--- config.mk ---
export PLATFORM = sky130hd
export DESIGN_NAME = wb_port_arbiter
export DESIGN_NICKNAME = d
export VERILOG_FILES = /design/src/rtl/wb_port_arbiter.sv
export SDC_FILE = /design/constraint.sdc
export NUM_CORES = 1
export LEC_CHECK = 0
export ABC_AREA = 1
export BUFFER_PORTS_ARGS = -buffer_cell sky130_fd_sc_hd__buf_2
export CORE_MARGIN = 3
export CORE_UTILIZATION = 30
export DETAILED_ROUTE_END_ITERATION = 8
export PLACE_DENSITY = 0.54
export REMOVE_ABC_BUFFERS = 1
export SLEW_MARGIN = 20
export SYNTH_ARGS = -nofsm -noshare
export SYNTH_HDL_FRONTEND = slang
export SYNTH_SLANG_ARGS = --single-unit
export TNS_END_PERCENT = 20
--- constraint.sdc ---
create_clock -name clk -period 5.9 [get_ports clk]
set_clock_uncertainty 0.1 [all_clocks]
set_input_delay 0 -clock clk [delete_from_list [all_inputs] [get_ports clk]]
set_output_delay 0 -clock clk [all_outputs]
set_load 0.1 [all_outputs]
--- src/rtl/wb_port_arbiter.sv ---
// wb_port_arbiter
// Shares the single register-file write port between the main pipeline
// write-back and the out-of-order multiplier result stream. Pipeline writes
// always win. A colliding multiplier result is parked in an in-order FIFO and
// retired on the next free cycle.
//
// Ports:
//   clk, rst           clock, synchronous active-high reset
//   pipe_we/addr/data  WB-stage write request
//   mult_we/addr/data  multiplier result
//   rs1_*, rs2_*       ID source reads (hazard check)
//   rd_we_id/addr_id   ID destination (hazard check)
//   rf_we/waddr/wdata  registered register-file write port
//   mult_stall_req     registered multiply-issue block (FIFO headroom)
//   hz_stall_req       combinational ID stall on a pending-result conflict
//   fifo_cnt           number of parked entries
//   ovf_err            sticky FIFO overflow flag
module wb_port_arbiter #(
  parameter int DATA_W      = 32,
  parameter int ADDR_W      = 5,
  parameter int FIFO_DEPTH  = 4,
  parameter int MULT_STAGES = 2
) (
  input  logic                          clk,
  input  logic                          rst,
  input  logic                          pipe_we,
  input  logic [ADDR_W-1:0]             pipe_addr,
  input  logic [DATA_W-1:0]             pipe_data,
  input  logic                          mult_we,
  input  logic [ADDR_W-1:0]             mult_addr,
  input  logic [DATA_W-1:0]             mult_data,
  input  logic                          rs1_re,
  input  logic [ADDR_W-1:0]             rs1_addr,
  input  logic                          rs2_re,
  input  logic [ADDR_W-1:0]             rs2_addr,
  input  logic                          rd_we_id,
  input  logic [ADDR_W-1:0]             rd_addr_id,
  output logic                          rf_we,
  output logic [ADDR_W-1:0]             rf_waddr,
  output logic [DATA_W-1:0]             rf_wdata,
  output logic                          mult_stall_req,
  output logic                          hz_stall_req,
  output logic [$clog2(FIFO_DEPTH):0]   fifo_cnt,
  output logic                          ovf_err
);

  localparam int PW = $clog2(FIFO_DEPTH);
  localparam int CW = PW + 1;
  localparam int TH_INT = (FIFO_DEPTH > MULT_STAGES) ? (FIFO_DEPTH - MULT_STAGES) : 0;
  localparam logic [CW-1:0] STALL_TH = CW'(TH_INT);
  localparam logic [CW-1:0] FULL_CNT = CW'(FIFO_DEPTH);

  // FIFO storage; a slot's valid bit is only set while it is occupied and
  // not killed by a younger pipeline write to the same register.
  logic [ADDR_W-1:0]     fifo_addr_q [FIFO_DEPTH];
  logic [DATA_W-1:0]     fifo_data_q [FIFO_DEPTH];
  logic [FIFO_DEPTH-1:0] vld_q, vld_d;
  logic [PW-1:0]         wr_ptr_q, rd_ptr_q;
  logic [CW-1:0]         cnt_q, cnt_d;

  logic                  rf_we_q, rf_we_d;
  logic [ADDR_W-1:0]     rf_waddr_q, rf_waddr_d;
  logic [DATA_W-1:0]     rf_wdata_q, rf_wdata_d;
  logic                  mstall_q;
  logic                  ovf_q, ovf_d;

  logic pipe_v, mult_v, fifo_empty;
  logic push, pop, push_ok;

  assign pipe_v     = pipe_we && (pipe_addr != '0);
  assign mult_v     = mult_we && (mult_addr != '0);
  assign fifo_empty = (cnt_q == '0);
  // A push into a full FIFO only lands if the same edge frees the head slot.
  assign push_ok    = push && (pop || (cnt_q != FULL_CNT));

  always_comb begin
    push       = 1'b0;
    pop        = 1'b0;
    rf_we_d    = 1'b0;
    rf_waddr_d = rf_waddr_q;
    rf_wdata_d = rf_wdata_q;
    if (pipe_v) begin
      rf_we_d    = 1'b1;
      rf_waddr_d = pipe_addr;
      rf_wdata_d = pipe_data;
      push       = mult_v;
    end else if (!fifo_empty) begin
      // A killed head still consumes this slot but writes nothing.
      pop = 1'b1;
      if (vld_q[rd_ptr_q]) begin
        rf_we_d    = 1'b1;
        rf_waddr_d = fifo_addr_q[rd_ptr_q];
        rf_wdata_d = fifo_data_q[rd_ptr_q];
      end
      push = mult_v;
    end else if (mult_v) begin
      rf_we_d    = 1'b1;
      rf_waddr_d = mult_addr;
      rf_wdata_d = mult_data;
    end
  end

  always_comb begin
    vld_d = vld_q;
    if (pipe_v) begin
      for (int unsigned i = 0; i < FIFO_DEPTH; i++) begin
        if (vld_q[i] && (fifo_addr_q[i] == pipe_addr)) begin
          vld_d[i] = 1'b0;
        end
      end
    end
    if (pop) begin
      vld_d[rd_ptr_q] = 1'b0;
    end
    // Applied last so a same-cycle matching push stays valid.
    if (push_ok) begin
      vld_d[wr_ptr_q] = 1'b1;
    end
  end

  assign cnt_d = cnt_q + CW'(push_ok) - CW'(pop);
  assign ovf_d = ovf_q | (push & ~push_ok);

  always_ff @(posedge clk) begin
    if (rst) begin
      vld_q      <= '0;
      wr_ptr_q   <= '0;
      rd_ptr_q   <= '0;
      cnt_q      <= '0;
      rf_we_q    <= 1'b0;
      rf_waddr_q <= '0;
      rf_wdata_q <= '0;
      mstall_q   <= 1'b0;
      ovf_q      <= 1'b0;
    end else begin
      vld_q      <= vld_d;
      cnt_q      <= cnt_d;
      rf_we_q    <= rf_we_d;
      rf_waddr_q <= rf_waddr_d;
      rf_wdata_q <= rf_wdata_d;
      mstall_q   <= (cnt_d >= STALL_TH);
      ovf_q      <= ovf_d;
      if (push_ok) begin
        wr_ptr_q <= wr_ptr_q + PW'(1);
      end
      if (pop) begin
        rd_ptr_q <= rd_ptr_q + PW'(1);
      end
    end
  end

  always_ff @(posedge clk) begin
    if (!rst && push_ok) begin
      fifo_addr_q[wr_ptr_q] <= mult_addr;
      fifo_data_q[wr_ptr_q] <= mult_data;
    end
  end

  // Hazard: any enabled, nonzero ID register that matches a pending write.
  logic [2:0]        chk_en;
  logic [ADDR_W-1:0] chk_addr [3];

  always_comb begin
    chk_en      = {rd_we_id, rs2_re, rs1_re};
    chk_addr[0] = rs1_addr;
    chk_addr[1] = rs2_addr;
    chk_addr[2] = rd_addr_id;
    hz_stall_req = 1'b0;
    for (int unsigned k = 0; k < 3; k++) begin
      if (chk_en[k] && (chk_addr[k] != '0)) begin
        if (mult_we && (mult_addr == chk_addr[k])) begin
          hz_stall_req = 1'b1;
        end
        if (rf_we_q && (rf_waddr_q == chk_addr[k])) begin
          hz_stall_req = 1'b1;
        end
        for (int unsigned i = 0; i < FIFO_DEPTH; i++) begin
          if (vld_q[i] && (fifo_addr_q[i] == chk_addr[k])) begin
            hz_stall_req = 1'b1;
          end
        end
      end
    end
  end

  assign rf_we          = rf_we_q;
  assign rf_waddr       = rf_waddr_q;
  assign rf_wdata       = rf_wdata_q;
  assign mult_stall_req = mstall_q;
  assign fifo_cnt       = cnt_q;
  assign ovf_err        = ovf_q;

endmodule

==> results of run 1 <==
## repair_timing
item | in CTS | in global routing
hold buffers | 77 | 0
buffers inserted | 0 | 0
endpoints found under the hold margin | 195 | 0
## logic make-up (layout without fill, tap and decap cells)
logic type,Yosys count,count (layout)
AND/OR/NAND/NOR,664,664
adder cells (fa/ha/maj),10,10
flip-flops,201,201
buffers and inverters,129,336
XOR/XNOR,16,16
AO/OA/AOI/OAI,197,197
## stage by stage
stage | utilization (%) | std cells
after floorplan | - | 1161
final | 38.3 | 1866
after global placement | 33.9 | 1751
after CTS | 38.3 | 1866
after detailed placement | 33.9 | 1751
after global routing | 38.3 | 1866
## registers in the layout, summed over array words and instances, names as in the netlist, named ones only
register and cells:
fifo_cnt 3, ovf_err 1, wr_ptr_q 2, fifo_data_q 128
rf_wdata 32, mult_stall_req 1, rd_ptr_q 2, fifo_addr_q 20
rf_waddr 5, vld_q 4, rf_we 1
## worst max-delay path, cell delays in order
cell                            delay [ns]
sky130_fd_sc_hd__dlygate4sd3_1        0.56
sky130_fd_sc_hd__buf_2                0.20
sky130_fd_sc_hd__nor2_4               0.13
sky130_fd_sc_hd__nand4_4              0.11
sky130_fd_sc_hd__nand2_4              0.14
sky130_fd_sc_hd__inv_4                0.19
sky130_fd_sc_hd__nor2_4               0.13
sky130_fd_sc_hd__buf_4                0.45
sky130_fd_sc_hd__inv_1                0.17
sky130_fd_sc_hd__o22ai_1              0.29
sky130_fd_sc_hd__ha_1                 0.20
sky130_fd_sc_hd__inv_1                0.06
sky130_fd_sc_hd__fa_1                 0.40
sky130_fd_sc_hd__xnor2_1              0.16
sky130_fd_sc_hd__inv_1                0.07
sky130_fd_sc_hd__a21oi_1              0.11
## power by group through the flow
stage,clock (mW),sequential (mW),combinational [mW]
2_1_floorplan,0,2.42,0.686
5_1_grt,1.41,1.80,1.98
3_3_place_gp,0,1.81,1.78
6_report,1.33,1.78,1.82
3_5_place_dp,0,1.81,1.79
4_1_cts,1.36,1.78,1.84
## final cells by class
| class | count | area, µm² |
|---|---|---|
| Inverter | 73 | 278 |
| Clock inverter | 12 | 139 |
| Fill cell | 3349 | 20300 |
| Timing Repair Buffer | 225 | 1530 |
| Tap cell | 442 | 553 |
| Sequential cell | 201 | 5510 |
| Clock buffer | 26 | 554 |
| Multi-Input combinational cell | 887 | 4060 |
## path summary, 6_finish.rpt
path	end	cells past startpoint
setup / recovery	mult_stall_req$_SDFF_PP0_	16
hold / removal	fifo_data_q[1][4]$_DFFE_PP_	2
setup reg to reg	rf_wdata[2]$_SDFFE_PP0P_	7
hold reg to reg	ovf_err$_SDFF_PP0_	2
## layout by cell type (no fill, tap or decap), types with 7 or more instances in the layout
master	instances
sky130_fd_sc_hd__o21ai_1	25
sky130_fd_sc_hd__nand3_1	59
sky130_fd_sc_hd__edfxtp_1	148
sky130_fd_sc_hd__nand2_2	7
sky130_fd_sc_hd__clkbuf_16	21
sky130_fd_sc_hd__dlygate4sd3_1	77
sky130_fd_sc_hd__nor2_4	7
sky130_fd_sc_hd__o22ai_1	33
sky130_fd_sc_hd__xnor2_1	16
sky130_fd_sc_hd__nand4_1	18
sky130_fd_sc_hd__buf_2	139
sky130_fd_sc_hd__inv_1	62
sky130_fd_sc_hd__a21oi_1	15
sky130_fd_sc_hd__ha_1	9
sky130_fd_sc_hd__nand2_1	338
sky130_fd_sc_hd__o21ai_0	119
sky130_fd_sc_hd__buf_4	9
sky130_fd_sc_hd__dfxtp_1	52
sky130_fd_sc_hd__nor2_1	226
## per-layer routing
| metal | up-vias | share of wire (%) |
|---|---|---|
| met3 | 56 | 6.2 |
| met4 | 0 | 2.6 |
| met5 | - | 0 |
| met1 | 4281 | 44 |
| met2 | 317 | 47 |
| li1 | 4423 | - |
==> run metrics, run 1 <==
Internal Power=2.89 mW; port bufs=139; worst-margin pin slew=0.923 ns; initial cell density of the core=30.8%; number of design rule violations left after detail routing=0; largest net degree at the start of global routing=85; share of post-route cells with drive strength above 1=14.6%; worst min path class=input pin to flop; fraction of power consumed by combinational cells=36.9%; average detailed-routed wire length per instance=16.9 µm; adder-cell area share of the yosys netlist=1.31%; Cells after Synth=1,217; DP Wirelength=20.4 mm; number of synthesized flops with an enable pin=148; maximum level of the CTS H-tree=1; die outline height=190 µm; highest net fanout along the worst path=41; sequential area share after synthesis=54.3%; hold path start=mult_data[4]; top-count cell post-synth=sky130_fd_sc_hd__nand2_1; minimum period implied by the final worst setup slack=3.08 ns; Synth Register Bits=201; largest family of logic cells by synthesized area=simple AND/OR/NAND/NOR gates; antenna diode count=0; Final Hold Violating Endpoints=0; synthesis-to-layout area growth=24.5%; clock latency reported for the late side of the worst-skew pair=0.49 ns; top cell type by total area after synthesis=sky130_fd_sc_hd__edfxtp_1; global route total overflow=0; Place WS=2.83 ns; Post-Synthesis Mean Instance Area=8.33 µm²; worst setup slack for register-to-register paths=2.84 ns; met2 Usage GRT=29.1%; area share of the largest cell type after synthesis=43.8%; Min Hold Slack=0.184 ns; num ports=140; CP Class=input pin to flop; most frequent cells after synthesis=338 x sky130_fd_sc_hd__nand2_1, 230 x sky130_fd_sc_hd__nor2_1, 148 x sky130_fd_sc_hd__edfxtp_1; total number of placement rows=66; fraction of synthesized area in multiplexers=0%; first element of the critical path=pipe_addr[2]; total of warnings raised by yosys=0; count of final setup violators=0; required time at the worst-slack endpoint=6.22 ns; final weighted congestion of routability-driven global placement=0.947; proportion of power drawn by flip-flops and latches=36.1%; WP data arrival=3.40 ns; switching power total=2.04 mW; routed via count=9,077; setup repair after global routing missed its margin=false; maximum clock insertion buffer count=3; clock input transition at the sequential cells of the worst setup and hold paths=0.06 ns; cell area after synthesis=10,100 µm²; post-route clock period utilization=52.2%; launch point of the worst reg-to-reg path=fifo_cnt[1]$_SDFF_PP0_; met3 usage=1.99%; complex-gate fraction of the synthesized area=10.3%; total routed wirelength=31.5 mm; router iterations before antenna repair=5; number of DRC markers in iteration 0=690; total power consumption of the routed design=4.94 mW; grt met1 use=22.7%; switching share of total power=41.4%; top area cells in the synthesized netlist=sky130_fd_sc_hd__edfxtp_1 44%, sky130_fd_sc_hd__nand2_1 13%, sky130_fd_sc_hd__dfxtp_1 10%, sky130_fd_sc_hd__nor2_1 8.5%, sky130_fd_sc_hd__o21ai_0 5.9%; CTS tree=built; number of global-route vias before repair=8,660; fmax=325 MHz; LEAKAGE=5.24 nW; cells resized by post-CTS repair=0; All-Layer GR Usage=17.0%; xor and xnor area share after synthesis=1.38%; simple-gate share of the synthesized area=26.8%; worst-case headroom to the max-slew limit=38.4%; area of all placed cells without fillers=12,600 µm²; power density over cell area=391 nW/µm²; status=completed; crit path capture type=flop; full die area=36,100 µm²; wire length of the first global-routing pass=48.4 mm; number of vias per cell=4.86; total number of clock tree sinks=201; clock root cell=sky130_fd_sc_hd__clkbuf_16; Top FF cell, synth=sky130_fd_sc_hd__edfxtp_1; kind of start point of the critical path=input pin; Setup WS post-layout=2.82 ns; die span in x=190 µm; clock share of power=27.0%; max-cap violations=0; cell area after placement=11,200 µm²; antenna violations before repair=0; peak supply drop=297 µV; post-route ant nets=0; nets@finish=1,515; TritonCTS buffer count=21; total negative slack=0 ns; area of the core=32,900 µm²; busiest grt layer=met2; number of distinct library cells after synthesis=34; FFs w/ async S/R, synth=0%; max-slew violation count=0
No activity file was read; power rests on OpenSTA's default activity.
==> run 2, diff against run 1 <==
--- a/config.mk
+++ b/config.mk
@@ -5,12 +5,12 @@
 export SDC_FILE = /design/constraint.sdc
 export NUM_CORES = 1
 export LEC_CHECK = 0
-export ABC_AREA = 1
+export ABC_AREA = 0
 export BUFFER_PORTS_ARGS = -buffer_cell sky130_fd_sc_hd__buf_2
 export CORE_MARGIN = 3
 export CORE_UTILIZATION = 30
 export DETAILED_ROUTE_END_ITERATION = 8
-export PLACE_DENSITY = 0.54
+export PLACE_DENSITY = 0.56
 export REMOVE_ABC_BUFFERS = 1
 export SLEW_MARGIN = 20
 export SYNTH_ARGS = -nofsm -noshare
==> constraint.sdc (replaced) <==
create_clock -name clk -period 2.6 [get_ports clk]
set_clock_uncertainty 0.1 [all_clocks]
set_input_delay 0 -clock clk [delete_from_list [all_inputs] [get_ports clk]]
set_output_delay 0 -clock clk [all_outputs]
set_load 0.1 [all_outputs]
==> run metrics, run 2 <==
TritonCTS buffer count=22 (+4.8%); number of distinct library cells after synthesis=36 (+5.9%); fraction of power consumed by combinational cells=35.9% (-1.0 points); synthesis-to-layout area growth=28.8%; most frequent cells after synthesis=148 x sky130_fd_sc_hd__edfxtp_1, 82 x sky130_fd_sc_hd__nor2_1, 82 x sky130_fd_sc_hd__xor2_1; cell area after synthesis=9510 µm² (-6.2%); maximum clock insertion buffer count=3 (unchanged); clock latency reported for the late side of the worst-skew pair=0.49 ns (about the same); Synth Register Bits=201 (unchanged); top-count cell post-synth=sky130_fd_sc_hd__edfxtp_1; top cell type by total area after synthesis=sky130_fd_sc_hd__edfxtp_1; highest net fanout along the worst path=6 (-85%); total negative slack=0 ns (unchanged); status=completed; port bufs=139 (unchanged); Filler cells=2,970 (-11%); largest net degree at the start of global routing=49 (-42%); number of vias per cell=4.84 (-0.59%); number of synthesized flops with an enable pin=148 (unchanged); WP data arrival=2.75 ns (-0.65 ns); CP Class=input pin to flop; most common cell after layout, fill and taps aside=sky130_fd_sc_hd__edfxtp_1; post-route clock period utilization=96.1%; LEAKAGE=4.55 nW (-13%); average detailed-routed wire length per instance=18.3 µm (+8.3%); area of the core=30,900 µm² (-6.2%); worst min path class=input pin to flop; kind of start point of the critical path=input pin; nets@finish=1,068 (-30%); antenna violations before repair=0 (unchanged); setup repair after global routing missed its margin=false; most frequent cells in the layout=148 x sky130_fd_sc_hd__edfxtp_1, 138 x sky130_fd_sc_hd__buf_2, 82 x sky130_fd_sc_hd__nor2_1, 82 x sky130_fd_sc_hd__xor2_1, 81 x sky130_fd_sc_hd__nand2_1; initial cell density of the core=30.8% (about the same); launch point of the worst reg-to-reg path=fifo_cnt[2]$_SDFF_PP0_; total of warnings raised by yosys=0 (unchanged); worst-case headroom to the max-slew limit=58.3% (+20 points); num ports=140 (unchanged); top area cells in the synthesized netlist=sky130_fd_sc_hd__edfxtp_1 47%, sky130_fd_sc_hd__dfxtp_1 11%, sky130_fd_sc_hd__mux4_2 9.0%, sky130_fd_sc_hd__xor2_1 7.6%, sky130_fd_sc_hd__nor2_1 3.2%; sequential area share after synthesis=57.9% (+3.6 points); count of final setup violators=0 (unchanged); worst-margin pin slew=0.625 ns (-0.298 ns); full die area=33,900 µm² (-6.0%); termination of the worst setup path=mult_stall_req$_SDFF_PP0_; crit path capture type=flop; worst setup slack for register-to-register paths=0.33 ns (-2.51 ns); met2 Usage GRT=24.0% (-5.1 points); post-route insts no fill=1,374 (-26%); Min Hold Slack=0.0680 ns (-0.116 ns); Core Util, Final=39.6% (+1.3 points); clock input transition at the sequential cells of the worst setup and hold paths=0.06 ns (about the same); top cell family by delay on the critical path=buffers and inverters; WP depth=12 (-4); die outline height=184 µm (-3.1%); Cells after DPL=1,259 (-28%); number of DRC markers in iteration 0=350 (-49%); clock root cell=sky130_fd_sc_hd__clkbuf_16; wire length of the first global-routing pass=39.2 mm (-19%); number of design rule violations left after detail routing=0 (unchanged); final weighted congestion of routability-driven global placement=0.832 (-12%); Internal Power=6.94 mW (+140%); switching share of total power=37.7% (-3.6 points); die span in x=184 µm (-3.1%); first element of the critical path=pipe_addr[2]; total number of clock tree sinks=201 (unchanged); destination of the worst register-to-register timing path=rf_wdata[28]$_SDFFE_PP0P_; Worst Reg-to-Reg Cells=8 (+1); share of post-route cells with drive strength above 1=25.7% (+11 points); busiest grt layer=met2; peak supply drop=574 µV (+93%); total number of placement rows=64 (-3.0%); CTS tree=built; total routed wirelength=25.1 mm (-20%); Crit path buffers/inverters=3 (-4); antenna diode count=0 (unchanged); DP Wirelength=16.6 mm (-19%); fmax=400 MHz; proportion of power drawn by flip-flops and latches=36.4% (+0.3 points); switching power total=4.21 mW (+110%); Final Hold Violating Endpoints=0 (unchanged); All-Layer GR Usage=14.7% (-2.3 points); FFs w/ async S/R, synth=0% (unchanged); Cells after Synth=770 (-37%); required time at the worst-slack endpoint=2.85 ns (-3.37 ns); max-slew violation count=0 (unchanged); router iterations before antenna repair=6 (+1); clock share of power=27.6% (+0.6 points); max-cap violations=0 (unchanged); grt met1 use=20.9% (-1.8 points); maximum level of the CTS H-tree=1 (unchanged); met3 usage=2.24% (+0.25 points); global route total overflow=0 (unchanged); minimum period implied by the final worst setup slack=2.50 ns; routed via count=6,644 (-27%); area share of the largest cell type after synthesis=46.7% (+2.9 points); list of cells traversed by the critical path=dlygate4sd3_1 -> buf_2 -> or4_4 -> o21ai_4 -> and3_1 -> a21o_1 -> ha_1 -> inv_1 -> fa_1 -> xor2_1 -> xnor2_1 -> a21oi_1; number of global-route vias before repair=6,831 (-21%); flip-flop count of the largest register after layout=128 (unchanged); maximum single-stage delay on the critical path=0.53 ns (-0.03 ns); Post-Synthesis Mean Instance Area=12.4 µm² (+48%); slowest cell on the critical path=sky130_fd_sc_hd__dlygate4sd3_1; power density over cell area=910 nW/µm² (+130%); largest reg by FF count=fifo_data_q; Setup Fix Bufs, Post-CTS=0 (unchanged); total power consumption of the routed design=11.2 mW (+130%); post-route ant nets=0 (unchanged); Top FF cell, synth=sky130_fd_sc_hd__edfxtp_1
run 2: cell count changes in the layout (fill, tap and decap cells not counted), sizes merged, moves of 62 or more:
cell and change:
inv -62, nor2 -152, nand2 -265, o21ai -142
xor2 +82
run 2: cell families (layout without fill, tap and decap cells):
logic type	Yosys count	in the layout	share of synthesized area (%)
AO/OA/AOI/OAI	91	91	6.74
XOR/XNOR	115	115	10.6
adder cells (fa/ha/maj)	10	10	1.39
buffers and inverters	85	293	3.71
flip-flops	201	201	57.9
multiplexers	39	39	9.10
AND/OR/NAND/NOR	229	229	10.6
run 2: worst min path at each step:
stage	start	end	slack, ns	cells past startpoint
finish	pipe_addr[1]	rf_waddr[1]$_SDFFE_PP0P_	0.07	6
global route	pipe_addr[1]	rf_waddr[1]$_SDFFE_PP0P_	0.11	6
CTS	pipe_addr[1]	rf_waddr[1]$_SDFFE_PP0P_	0.05	6
detailed placement	mult_data[5]	fifo_data_q[1][5]$_DFFE_PP_	0.14	1
global placement	mult_data[15]	fifo_data_q[2][15]$_DFFE_PP_	0.14	1
floorplan	rst	fifo_cnt[1]$_SDFF_PP0_	-0.03	1
run 2: what timing repair did:
item,CTS,global route
endpoints found under the setup margin,1,4
hold endpoints to repair,188,0
hold buffers,75,0
gates resized for setup,1,3
run 2: layout make-up:
| class | instances | area, µm² | share of cell area (%) |
|---|---|---|---|
| clock inverters | 9 | 92.6 | 0.756 |
| well taps | 396 | 495 | 4.04 |
| repair buffers | 247 | 1830 | 14.9 |
| flip-flops and latches | 201 | 5510 | 45.0 |
| inverters | 6 | 22.5 | 0.184 |
| clock buffers | 31 | 626 | 5.11 |
| multi-input cells | 484 | 3680 | 30.0 |
run 2: per-stage QoR:
stage / setup WS, ns / instance area (µm²)
floorplan: -1.01 / 9180
global placement: 0.0625 / 10800
detailed placement: 0.0614 / 10800
CTS: 0.0282 / 12200
global route: 0.00247 / 12300
finish: 0.101 / 12300
run 2: power by group through the flow:
stage          clock (mW)  sequential, mW  combinational (mW)
4_1_cts              3.17            4.07                4.06
2_1_floorplan           0            5.36                1.56
5_1_grt              3.30            4.11                4.33
3_3_place_gp            0            4.13                3.94
3_5_place_dp            0            4.14                3.97
6_report             3.08            4.06                4.01
run 2: worst min-delay path, cell delays in order:
cell	delay [ns]
sky130_fd_sc_hd__buf_2	0.11
sky130_fd_sc_hd__buf_4	0.16
sky130_fd_sc_hd__nor2_1	0.11
sky130_fd_sc_hd__a311oi_1	0.06
sky130_fd_sc_hd__a21oi_1	0.12
sky130_fd_sc_hd__nor2_1	0.05
run 2: routing by layer:
metal / share of wire, % / vias to the layer above
met4: 1.6 / 0
met2: 45 / 198
li1: - / 3178
met1: 48 / 3237
met5: 0 / -
met3: 5.3 / 31
